File: src/rtl/cmd_cfg_multi.sv
// cmd_cfg_multi: command-driven config register file and capture RAM dump engine; define CMD_CFG_MULTI_DUMP_EN to enable opcode 11 interleaved multi-channel dump.
module cmd_cfg_multi #(
  parameter int NUM_CH  = 5,
  parameter int ENTRIES = 384,
  parameter int LOG2    = 9
) (
  input  logic                clk,
  input  logic                clr_cmd_rdy,
  input  logic [15:0]         cmd,
  input  logic                cmd_rdy,
  input  logic                resp_sent,
  input  logic                set_capture_done,
  input  logic [LOG2-1:0]     waddr,
  input  logic [8*NUM_CH-1:0] rdata,
  output logic [LOG2-1:0]     raddr,
  output logic [7:0]          resp,
  output logic                send_resp,
  output logic                cmd_done,
  output logic [5:0]          TrigCfg,
  output logic [5*NUM_CH-1:0] ch_trig_cfg,
  output logic [3:0]          decimator,
  output logic [7:0]          VIH,
  output logic [7:0]          VIL,
  output logic [7:0]          matchH,
  output logic [7:0]          matchL,
  output logic [7:0]          maskH,
  output logic [7:0]          maskL,
  output logic [7:0]          baud_cntH,
  output logic [7:0]          baud_cntL,
  output logic [LOG2-1:0]     trig_pos
);
`ifdef CMD_CFG_MULTI_DUMP_EN
  localparam logic DUMP_EN = 1'b1;
`else
  localparam logic DUMP_EN = 1'b0;
`endif
  localparam int NREG = 20;
  typedef enum logic [2:0] {IDLE, FETCH, SEND, WAIT, DONE} state_t;
  state_t            state_q, state_d;
  logic [LOG2-1:0]   ptr_q, ptr_d, cnt_q, cnt_d;
  logic [NUM_CH-1:0] mask_q, mask_d, dmask;
  logic [2:0]        ch_q, ch_d;
  logic              dump_q, dump_d, addr_ok, accept;
  logic [7:0]        resp_q, resp_d, rd_val, dbyte;
  logic [7:0]        cfg_q [NREG];
  logic [7:0]        cfg_d [NREG];
  logic [1:0]        op;
  logic [5:0]        addr;
  logic [2:0]        dch;
  logic [3:0]        first, nxt, restart;
  // Registers are stored already masked to their width, so reads are plain zero-extension.
  function automatic logic [7:0] wmask(input int a);
    return a == 0 ? 8'h3F : a <= 8 ? 8'h1F : a == 9 ? 8'h0F :
           a == 18 ? 8'((1 << (LOG2 - 8)) - 1) : 8'hFF;
  endfunction
  function automatic logic [7:0] rst_val(input int a);
    return a == 0 ? 8'h03 : a <= 8 ? 8'h01 : a == 10 ? 8'hAA : a == 11 ? 8'h55 :
           a == 16 ? 8'h06 : a == 17 ? 8'hC8 : a == 19 ? 8'h01 : 8'h00;
  endfunction
  // Lowest set channel in m strictly above index s; bit 3 flags that one exists.
  function automatic logic [3:0] next_ch(input logic [NUM_CH-1:0] m, input int s);
    next_ch = '0;
    for (int i = NUM_CH - 1; i >= 0; i--)
      if (m[i] && i > s) next_ch = {1'b1, 3'(i)};
  endfunction
  assign op      = cmd[15:14];
  assign addr    = cmd[13:8];
  assign dch     = cmd[10:8];
  assign accept  = state_q == IDLE && cmd_rdy;
  assign addr_ok = int'(addr) < NREG && !(int'(addr) >= 1 && int'(addr) <= 8 && int'(addr) > NUM_CH);
  assign dmask   = op == 2'b10 ? ((dch != 3'd0 && int'(dch) <= NUM_CH) ? NUM_CH'(1) << (dch - 3'd1) : '0)
                               : (DUMP_EN ? cmd[NUM_CH-1:0] : '0);
  assign first   = next_ch(dmask, -1);
  assign nxt     = next_ch(mask_q, int'(ch_q));
  assign restart = next_ch(mask_q, -1);
  assign dbyte   = 8'(rdata >> {ch_q, 3'b000});
  // Register read mux for opcode 00.
  always_comb begin
    rd_val = '0;
    for (int i = 0; i < NREG; i++)
      if (int'(addr) == i) rd_val = cfg_q[i];
  end
  // Register writes land in the accept cycle; capture-done is ORed in afterwards so it wins.
  always_comb begin
    cfg_d = cfg_q;
    for (int i = 0; i < NREG; i++)
      if (accept && op == 2'b01 && addr_ok && int'(addr) == i) cfg_d[i] = cmd[7:0] & wmask(i);
    cfg_d[0][5] = cfg_d[0][5] | set_capture_done;
  end
  // Command FSM next-state: single-byte replies and multi-byte dumps share FETCH/SEND/WAIT.
  always_comb begin
    state_d = state_q;
    ptr_d   = ptr_q;
    cnt_d   = cnt_q;
    mask_d  = mask_q;
    ch_d    = ch_q;
    dump_d  = dump_q;
    resp_d  = resp_q;
    case (state_q)
      IDLE: if (cmd_rdy) begin
        resp_d  = op == 2'b00 && addr_ok ? rd_val : op == 2'b01 && addr_ok ? 8'hA5 : 8'hEE;
        dump_d  = op[1] && first[3];
        mask_d  = dmask;
        ch_d    = first[2:0];
        ptr_d   = op[1] && first[3] ? waddr : ptr_q;
        cnt_d   = '0;
        state_d = op[1] && first[3] ? FETCH : SEND;
      end
      FETCH: state_d = SEND;
      SEND: begin
        resp_d  = dump_q ? dbyte : resp_q;
        state_d = WAIT;
      end
      WAIT: if (resp_sent) begin
        state_d = !dump_q || !restart[3] || (!nxt[3] && cnt_q == LOG2'(ENTRIES - 1)) ? DONE : FETCH;
        ch_d    = nxt[3] ? nxt[2:0] : restart[2:0];
        ptr_d   = nxt[3] ? ptr_q : ptr_q == LOG2'(ENTRIES - 1) ? '0 : ptr_q + 1'b1;
        cnt_d   = nxt[3] ? cnt_q : cnt_q + 1'b1;
      end
      DONE: state_d = IDLE;
      default: state_d = IDLE;
    endcase
  end
  // State and config registers; clr_cmd_rdy aborts any dump immediately.
  always_ff @(posedge clk or posedge clr_cmd_rdy) begin
    if (clr_cmd_rdy) begin
      state_q <= IDLE;
      ptr_q   <= '0;
      cnt_q   <= '0;
      mask_q  <= '0;
      ch_q    <= '0;
      dump_q  <= 1'b0;
      resp_q  <= '0;
      for (int i = 0; i < NREG; i++) cfg_q[i] <= rst_val(i);
    end else begin
      state_q <= state_d;
      ptr_q   <= ptr_d;
      cnt_q   <= cnt_d;
      mask_q  <= mask_d;
      ch_q    <= ch_d;
      dump_q  <= dump_d;
      resp_q  <= resp_d;
      cfg_q   <= cfg_d;
    end
  end
  assign raddr     = ptr_q;
  assign send_resp = state_q == SEND;
  assign cmd_done  = state_q == DONE;
  assign resp      = state_q == SEND && dump_q ? dbyte : resp_q;
  assign TrigCfg   = cfg_q[0][5:0];
  assign decimator = cfg_q[9][3:0];
  assign VIH       = cfg_q[10];
  assign VIL       = cfg_q[11];
  assign matchH    = cfg_q[12];
  assign matchL    = cfg_q[13];
  assign maskH     = cfg_q[14];
  assign maskL     = cfg_q[15];
  assign baud_cntH = cfg_q[16];
  assign baud_cntL = cfg_q[17];
  assign trig_pos  = {cfg_q[18][LOG2-9:0], cfg_q[19]};
  for (genvar c = 0; c < NUM_CH; c++) begin : g_ch
    assign ch_trig_cfg[5*c +: 5] = cfg_q[c+1][4:0];
  end
endmodule

File: config.mk
export PLATFORM = sky130hd
export DESIGN_NAME = cmd_cfg_multi
export DESIGN_NICKNAME = d
export VERILOG_FILES = /design/src/rtl/cmd_cfg_multi.sv
export SDC_FILE = /design/constraint.sdc
export NUM_CORES = 1
export LEC_CHECK = 0
export CORE_MARGIN = 10
export CORE_UTILIZATION = 40
export DETAILED_ROUTE_END_ITERATION = 8
export GPL_TIMING_DRIVEN = 0
export PLACE_DENSITY = 0.64
export SLEW_MARGIN = 10
export SYNTH_ARGS = -nofsm -noshare
export SYNTH_HDL_FRONTEND = slang
export SYNTH_SLANG_ARGS = --single-unit
File: constraint.sdc
create_clock -name clk -period 7.49 [get_ports clk]
set_input_delay 1.1235 -clock clk [delete_from_list [all_inputs] [get_ports clk]]
set_output_delay 1.1235 -clock clk [all_outputs]
set_load 0.05 [all_outputs]
==> results of run 1 <==
==> placed cells by master (no fill, tap or decap), types with 8 or more instances in the layout <==
cell and n:
clkdlybuf4s50_1 192, dfrtp_1 137, buf_4 110, mux2_2 94
nor2_1 58, nand2_1 51, a21oi_1 47, o21ai_0 45
clkbuf_1 41, mux2i_1 25, dfstp_2 24, buf_2 20
nand3_1 18, clkbuf_16 17, mux2_4 15, inv_1 13
o22ai_1 12, nor3_1 11, a221oi_1 9, nor2b_1 8
nand2b_1 8, nor4_1 8, nand2_2 8
==> layout make-up <==
cell class	count	share of cell area, %
Timing Repair Buffer	193	15.6
Inverter	15	0.510
Buffer	174	9.02
Clock inverter	13	1.32
Multi-Input combinational cell	572	34.5
Antenna cell	1	0.0200
Clock buffer	19	3.46
Sequential cell	161	32.4
Tap cell	319	3.19
==> state kept, by name (all words and copies together) (netlist names), 5 cells and up <==
name and flops:
ch_trig_cfg 25, cfg_q 15, cnt_q 9, raddr 9, trig_pos 9, VIH 8
VIL 8, baud_cntH 8, baud_cntL 8, maskH 8, maskL 8, matchH 8
matchL 8, resp_q 8, TrigCfg 6, mask_q 5
==> layer usage <==
layer | vias to the layer above | track usage (%) | share of wire [%]
met5 | - | 0 | 0
met4 | 0 | 5.44 | 2.1
met3 | 41 | 5.37 | 6.6
met2 | 312 | 32.2 | 46
met1 | 3948 | 27.6 | 46
li1 | 3658 | - | -
==> worst max-delay path by stage <==
stage                            from         end  slack, ns  cells after the start
after CTS                     cmd_rdy     resp[2]       2.59                      8
after global placement    clr_cmd_rdy   matchH[6]      -0.38                      2
final                         cmd_rdy     resp[4]       2.62                      8
after global routing          cmd_rdy     resp[4]       2.44                      8
after detailed placement      cmd_rdy     resp[2]       2.60                      8
after floorplan           clr_cmd_rdy  TrigCfg[2]       2.06                      1
==> logic make-up (layout without fill, tap and decap cells) <==
| logic type | count (synthesis) | after routing |
|---|---|---|
| AO/OA/AOI/OAI | 197 | 197 |
| XOR/XNOR | 7 | 7 |
| adder cells (fa/ha/maj) | 3 | 3 |
| buffers and inverters | 189 | 414 |
| flip-flops | 161 | 161 |
| multiplexers | 138 | 138 |
| other | 0 | 1 |
| AND/OR/NAND/NOR | 227 | 227 |
==> stage by stage <==
step,worst slack [ns],instances
2_1_floorplan,2.06,922
3_3_place_gp,-0.378,1433
3_5_place_dp,2.60,1434
4_1_cts,2.59,1466
5_1_grt,2.44,1467
6_report,2.62,1467
==> critical path: cells and delay by family <==
family,cells,cell delay (ns)
buf+inv,3,1.47
simple gates,2,0.59
compound gates,2,0.45
mux,1,0.11
==> power groups by stage <==
stage                     registers [mW]  logic, mW  clock network, mW
after floorplan                     1.09      0.575                  0
after global placement              1.03      0.943                  0
after detailed placement            1.03      0.955                  0
after CTS                           1.01      0.958              0.910
after global routing                1.03       1.04              0.951
final                               1.01      0.958              0.908
==> flow_summary.yaml, run 1 <==
run_status:
  outcome: "finished clean"
critical_path:
  r2r-start: "state_q[1]"
  worstPathRequired_ns: 6.37
  rrSetupSlack_ns: 5.04
  path_max_fanout: 8
  slowest_delay_ns: 0.73
  reg2reg_depth: 7
  end_kind: "output pin"
  r2r-end: "ch_trig_cfg[24]"
  critPathSlowestCell: "clkdlybuf4s50_1"
  crit_type: "primary input to output pin"
  cpMostUsedCell: "clkdlybuf4s50_1"
  crit_path_start_kind: "primary input"
  arrival_ns: 3.75
  path_cells: "clkdlybuf4s50_1, mux2i_1, nand2b_1, clkbuf_1, nor2_1, o221ai_1, o21a_1, clkdlybuf4s50_1"
place:
  finalWeightedCongestion: 0.897
  placed_area_mm2: 0.0119
  hpwl_mm: 23.9
  port_buffers: 192
run:
  cap_violations: 0
logic_synthesis:
  muxShareOfSynthArea_pct: 17.0
  synth-xor-area-share_pct: 0.642
  synth_top_family_by_area: "multiplexers"
  synth_commonest_cells: "dfrtp_1, buf_4, mux2_2, nor2_1, nand2_1"
  synthFlopType: "dfrtp_1"
  synth-compound-area-share_pct: 13.9
  ys_warn_count: 0
  syn_nets: 995
  ys_seq_area_share_pct: 42.5
  yosysUniqueCellTypes: 77
  syn-cell-area_mm2: 0.00955
  syn_area_per_cell_um2: 10.4
  synth-async-reset-ratio_pct: 100
  synth-edff-count: 0
  synth_top_area_share_pct: 35.9
  syn_inst: 922
  synth_most_common_cell: "dfrtp_1"
  synth-simple-area-share_pct: 13.2
  synth_top_area_cell: "dfrtp_1"
  ys_seq_elements: 161
  synthAdderAreaFrac_pct: 0.393
  synth.top_cells.by_area: "dfrtp_1, mux2_2, buf_4"
cts:
  cts_resized: 0
  clockRootBuffer: "clkbuf_16"
  post-cts-setup-buffers: 0
  cts_buffers: 17
  clk_pin_slew_worst_paths_ns: 0.06
  clock_latency_ns: 0.44
  cts.sinks: 161
  h-tree-depth: 4
  ctsLongestPathBuffers: 2
  postCtsHoldBufs: 0
  tritoncts: "yes"
routing:
  drc: 0
  drtIter0Drc: 639
  routed_wl_mm: 31.8
  first_pass_iters: 6
  vias: 7959
  post_drt_wl_per_cell_um: 21.7
  ant_nets: 0
  via_per_inst: 5.43
hold_path:
  worstHoldStart: "cfg_q[96]"
  hold_path_depth: 1
  holdPathEnd: "cfg_q[96]"
  hold_class: "register to register"
timing:
  worstMarginPinSlew_ns: 0.833
  period_share_pct: 65.1
  final-hold-violation-count: 0
  min_period_ns: 4.87
  slew_headroom_pct: 44.2
  tns_ns: 0
  skew_ns: 0.0114
  finalSetupViolCount: 0
  max_freq_mhz: 205
  fin_hold_ws_ns: 0.448
  rsz0062_at_grt: "false"
  maxSlewViolCount: 0
finish:
  seq_area_mm2: 0.00406
  final_area_mm2: 0.0125
  fillers: 2162
  drive_gt1_share_pct: 29.7
  fin_util_pct: 53.3
  syn_to_final_growth_pct: 31.0
  nets: 1207
  multiInputGateArea_mm2: 0.00431
power_and_ir_drop:
  p_leak_nw: 5.57
  total_power_mw: 2.88
  p_switching_mw: 1.09
  ir_drop_mv: 0.146
  swShare_pct: 37.7
  p_clk_share_pct: 31.5
  p_int_mw: 1.79
  power_density_mw_per_mm2: 230
  p_comb_share_pct: 33.3
  power_frac_seq_pct: 35.2
floorplanning:
  fp.dieH_um: 175
  dieArea_mm2: 0.0305
  fp-row-count: 56
  start_util_pct: 40.7
  dieWidth_um: 175
  core-area_mm2: 0.0235
  io_pins: 197
global_route:
  grt_use_total_pct: 20.6
  grt_antenna_before_repair: 1
  grt_first_pass_wirelength_mm: 49.1
  grt_overflow: 0
  grt_max_degree: 109
  grt_pass1_vias: 8182
(Power assumes the default switching activity.)
==> inputs of run 2 (changes only) <==
==> constraint.sdc (replaced) <==
create_clock -name clk -period 5 [get_ports clk]
set_input_delay 0.75 -clock clk [delete_from_list [all_inputs] [get_ports clk]]
set_output_delay 0.75 -clock clk [all_outputs]
set_load 0.05 [all_outputs]
==> run 2 against run 1 <==
Against the previous run: hold slack worse by 0.0022 ns; register-to-register slack lost 2.5 ns; sequential power grew 50%; total power grew 49%; wire length decreased by 1.1%; non-clock buffer count grew 3; final cell count is 0.14% higher; clock skew barely moved; critical endpoint unchanged; largest cell class unchanged.
==> flow_summary.yaml, run 2 (same netlist as run 1, synthesis figures left out) <==
timing:
  fin_hold_ws_ns: 0.445
  max_freq_mhz: 241
  skew_ns: 0.0112
  rsz0062_at_grt: "false"
  worstMarginPinSlew_ns: 0.845
  tns_ns: 0
  min_period_ns: 4.14
  slew_headroom_pct: 43.4
  period_share_pct: 82.9
  finalSetupViolCount: 0
  final-hold-violation-count: 0
  maxSlewViolCount: 0
run_status:
  outcome: "finished clean"
routing:
  routed_wl_mm: 31.5
  first_pass_iters: 5
  post_drt_wl_per_cell_um: 21.4
  wl_met2_mm: 14.4
  via_per_inst: 5.35
  ant_nets: 0
  vias: 7862
  drtIter0Drc: 502
  drc: 0
  topRoutingLayerUsed: "met4"
  wl_met3_mm: 1.97
  wl_met1_mm: 14.4
finish:
  nets: 1210
  largest_reg_flops: 25
  syn_to_final_growth_pct: 31.6
  n_antenna_cell: 0
  fillers: 2116
  final_common_cell: "clkdlybuf4s50_1"
  drive_gt1_share_pct: 30.1
  most-common-layout-cells: "clkdlybuf4s50_1, dfrtp_1, buf_4, mux2_2, nor2_1"
  final_area_mm2: 0.0126
  fin_util_pct: 53.5
place:
  placed_area_mm2: 0.0120
  port_buffers: 192
  hpwl_mm: 24.2
  finalWeightedCongestion: 0.914
run:
  cap_violations: 0
power_and_ir_drop:
  ir_drop_mv: 0.216
  p_leak_nw: 5.59
  power_density_mw_per_mm2: 341
  total_power_mw: 4.29
floorplanning:
  io_pins: 197
  fp.dieH_um: 175
  start_util_pct: 40.7
  dieWidth_um: 175
  core-area_mm2: 0.0235
  fp-row-count: 56
  dieArea_mm2: 0.0305
cts:
  clockRootBuffer: "clkbuf_16"
  cts.sinks: 161
  cts_buffers: 17
  h-tree-depth: 4
  cts_resized: 0
  tritoncts: "yes"
  clock_latency_ns: 0.44
  ctsLongestPathBuffers: 2
  clk_pin_slew_worst_paths_ns: 0.07
  postCtsHoldBufs: 0
  post-cts-setup-buffers: 0
critical_path:
  end_kind: "output pin"
  crit_type: "primary input to output pin"
  cpMostUsedCell: "clkdlybuf4s50_1"
  slowest_delay_ns: 0.74
  arrival_ns: 3.39
  worstPathRequired_ns: 4.25
  path_cells: "clkdlybuf4s50_1, mux2i_1, nand2b_1, clkbuf_1, nor2_1, o221ai_1, o21a_1, clkdlybuf4s50_1"
  reg2reg_depth: 7
  path_max_fanout: 8
  critPathSlowestCell: "clkdlybuf4s50_1"
  crit_path_start_kind: "primary input"
global_route:
  grt_max_degree: 37
  grt_antenna_before_repair: 0
  grt_pass1_vias: 8040
  grt_overflow: 0
  grt_use_total_pct: 20.5
  grt_first_pass_wirelength_mm: 49.0
hold_path:
  hold_class: "register to register"
  hold_path_depth: 1
==> run 2: changes by cell type in the layout (fill, tap and decap cells not counted), sizes merged <==
cell,delta
diode,-1
inv,-2
clkbuf,-1
clkinvlp,+2
clkinv,+2
bufinv,-1
buf,+3
==> run 2: final timing paths <==
kind                                  start               to  slack [ns]
worst max-delay path                cmd_rdy          resp[4]        0.86
worst min register to register   cfg_q[104]       cfg_q[104]        0.45
worst max register to register   state_q[1]  ch_trig_cfg[23]        2.58
worst min-delay path             cfg_q[104]       cfg_q[104]        0.45
min in group asynchronous       clr_cmd_rdy       TrigCfg[3]        0.74
max in group asynchronous       clr_cmd_rdy     baud_cntH[2]        3.08
==> run 2: area by class of cell <==
cell class	instances	area [um2]	area share, %
Sequential cell	161	4060	32.3
Tap cell	319	399	3.18
Multi-Input combinational cell	572	4310	34.3
Clock inverter	14	166	1.32
Clock buffer	18	439	3.49
Timing Repair Buffer	196	2000	15.9
Inverter	15	60.1	0.478
Buffer	174	1130	8.98
==> run 2: layer usage <==
layer  vias up  track usage [%]
met5         -                0
met3        35             4.01
met2       289             32.0
li1       3667                -
met1      3871             28.0
met4         0             6.53
==> run 2: report_power, final <==
group | switching (mW) | internal (mW)
sequential | 0.0979 | 1.42
combinational | 0.916 | 0.512
clock | 0.614 | 0.728
total | 1.63 | 2.66
==> run 2: stage by stage <==
step,instances,worst slack (ns)
floorplan,922,1.64
global placement,1433,0.739
detailed placement,1437,0.866
CTS,1469,0.871
global route,1469,0.685
finish,1469,0.857
==> run 2: worst max-delay path: cells and delay by family <==
kind / cells / cell delay, ns
AO/OA/AOI/OAI: 2 / 0.46
buffers and inverters: 3 / 1.49
AND/OR/NAND/NOR: 2 / 0.59
multiplexers: 1 / 0.10
==> edit, RTL diff (config.mk and constraints of run 2) <==
Put a register stage on the outputs `baud_cntH` and `baud_cntL`, cleared by the reset. The values now appear one clock later. The other outputs are not delayed to match.
--- a/src/rtl/cmd_cfg_multi.sv
+++ b/src/rtl/cmd_cfg_multi.sv
@@ -156,6 +156,13 @@
   assign maskH     = cfg_q[14];
   assign maskL     = cfg_q[15];
-  assign baud_cntH = cfg_q[16];
-  assign baud_cntL = cfg_q[17];
+  always_ff @(posedge clk or posedge clr_cmd_rdy) begin
+    if (clr_cmd_rdy) begin
+      baud_cntH <= '0;
+      baud_cntL <= '0;
+    end else begin
+      baud_cntH <= cfg_q[16];
+      baud_cntL <= cfg_q[17];
+    end
+  end
   assign trig_pos  = {cfg_q[18][LOG2-9:0], cfg_q[19]};
   for (genvar c = 0; c < NUM_CH; c++) begin : g_ch
Function: changed (a bounded check fails within 4 cycles, from zero or initial values).
==> edit against run 2 <==
Cell area rose by 2.8%; fmax decreased by 3.8%; synthesized cell count is 4.2% higher; utilization down 0.40 points; combinational power increased by 6%; setup slack worse by 0.16 ns; synthesized area grew 3.6%; total power grew 5.1%; routed wire length rose by 10%; sequential cell count increased by 16; first-iteration DRC count rose by 35%; critical endpoint unchanged; largest cell class is now sequential cells.
==> edit: results (changes against run 2) <==
** Status
- Outcome :: completed

** Worst hold path
- The depth of the worst hold-timing path is 0 (-1).
- The path with the worst hold slack has its endpoint at baud_cntL[6]$_DFF_PP0_.
- Startpoint of the tightest hold check path :: cfg_q[22]$_DFFE_PP1P_
- Path category of the worst min-delay check :: reg -> reg

** Synth
- Async set-or-reset flop fraction in the synthesized netlist :: 100% (unchanged)
- Sorting the synthesized cells by how often they occur yields dfrtp_1 (153), mux2_2 (118), buf_4 (93).
- Sorting the synthesized cells by area gives the leading types as dfrtp_1 (39%), mux2_2 (13%), buf_4 (7.1%).
- Number of distinct library cells after synthesis :: 79 (+2.6%)
- Post-synth net total :: 1,034 (+3.9%)
- Gate Count Post-Synth :: 961 (+4.2%)
- The count of synthesis-stage warnings from yosys was 0 (unchanged).
- The share of the yosys chip area belonging to registers came to 45.1% (+2.6 points).

** Setup path
- Critical-path maximum fanout :: 10 (+2)
- In this run the critical register-to-register path is captured at resp_q[4]$_DFFE_PP0P_.
- The startpoint identified for the worst register-to-register timing path is state_q[1]$_DFFE_PP0P_.
- The arrival time of data at the critical path endpoint came to 3.56 ns (+0.17 ns).
- The maximum single-stage delay on the critical path came to 0.87 ns (+0.13 ns).
- The setup slack of the worst register-to-register path came to 2.22 ns (-0.36 ns).
- The cell count of the worst reg-to-reg path was 7 (unchanged).

** Finish
- The flip-flop count of the largest register, all copies and words added is 31 (+24%).
- Share of layout cells above drive strength 1 :: 27.0% (-3.1 points)
- Nets :: 1,250 (+3.3%)

** Clocking
- The number of buffers between clock root and the deepest sink is 2 (unchanged).
- Post-cts resize count :: 0 (unchanged)
- The count of buffers added by post-CTS timing repair for setup is 0 (unchanged).
- The H-tree depth reported by CTS was 4 (unchanged).
- The cell sitting at the root of the clock tree is a clkbuf_16.

** Route
- The routed length on met3 is 2790 µm (+42%).
- Highest metal used :: met4
- The mean routed wirelength per cell was 22.9 µm (+6.8%).
- Metal1 wirelength :: 15,100 µm (+4.4%)
- Via-to-Cell Ratio :: 5.57 (+4.0%)
- The detailed-routed wire length on met2 is 15,900 µm (+11%).
- The total via count in the routed design was 8,433 (+7.3%).
- DRC violation total after the first TritonRoute iteration :: 678 (+35%)

** GRT
- The global-route met3 utilization is 5.33% (+1.3 points).
- The global-route met2 utilization is 35.1% (+3.1 points).
- Maximum number of pins on one net before global-route repair :: 39 (+5.4%)
- Number of global-route vias before repair :: 8,593 (+6.9%)
- Combined global-route utilization of all metal layers :: 21.8% (+1.3 points)
- Number of antenna violations at the first check in global routing :: 1 (+1)
- Met1 track utilization from global routing :: 28.5% (+0.46 points)
- Wire length of the first global-routing pass :: 52,800 µm (+7.8%)

** STA
- The worst clock skew was 0.00935 ns (-0.00182 ns).
- The worst-case headroom to the max-slew limit is 21.0% (-22 points).

** Place
- Final Wtd Congestion :: 0.904 (-1.1%)
- Cell count after placement :: 1,482 (+3.1%)
- The placed wire-length estimate after detailed placement came to 26,200 µm (+8.3%).

** Power
- Worst supply voltage drop on vdd :: 218 µV (+0.87%)
- Total leakage power :: 5.61 nW (+0.42%)
==> edit: kinds of logic after synthesis <==
logic type	after synthesis	share of synthesized area, %
AO/OA/AOI/OAI	204	13.4
flip-flops	177	45.1
multiplexers	142	15.9
AND/OR/NAND/NOR	256	14.3
buffers and inverters	172	10.3
XOR/XNOR	7	0.619
adder cells (fa/ha/maj)	3	0.379
==> edit: where the power goes <==
part           total [W]  switching (W)  internal [W]
clock network    0.00134       0.000648      0.000691
registers        0.00165       0.000103       0.00154
logic            0.00152       0.000999      0.000521
==> edit: cell type report <==
class / instances / area (µm²)
flip-flops and latches: 177 / 4460
well taps: 324 / 405
plain buffers: 159 / 975
fillers: 2194 / 11400
clock buffers: 19 / 453
repair buffers: 197 / 2020
inverters: 13 / 52.6
multi-input cells: 612 / 4410
clock inverters: 13 / 139
diodes: 1 / 2.50
==> edit: through the flow <==
stage	instance area, µm²	power [W]	hold WS (ns)	util (%)	setup slack (ns)
after detailed placement	12300	0.00319	0.386	50.7	0.442
after global placement	12200	0.00316	0.397	50.3	0.400
final	12900	0.00450	0.412	53.1	0.694
after CTS	12900	0.00452	0.408	53.1	0.655
after floorplan	9900	0.00265	0.363	-	1.84
after global routing	12900	0.00471	0.416	53.1	0.467
==> edit: worst max path at each step <==
stage	start	to	slack, ns	depth (start not counted)
6_report	ch_q[1]$_DFFE_PP0P_	resp[4]	0.69	8
5_1_grt	ch_q[1]$_DFFE_PP0P_	resp[4]	0.47	8
4_1_cts	ch_q[1]$_DFFE_PP0P_	resp[4]	0.65	8
3_5_place_dp	cmd[8]	resp_q[4]$_DFFE_PP0P_	0.44	8
3_3_place_gp	cmd[8]	resp_q[4]$_DFFE_PP0P_	0.40	8
2_1_floorplan	state_q[2]$_DFFE_PP0P_	resp[4]	1.84	7
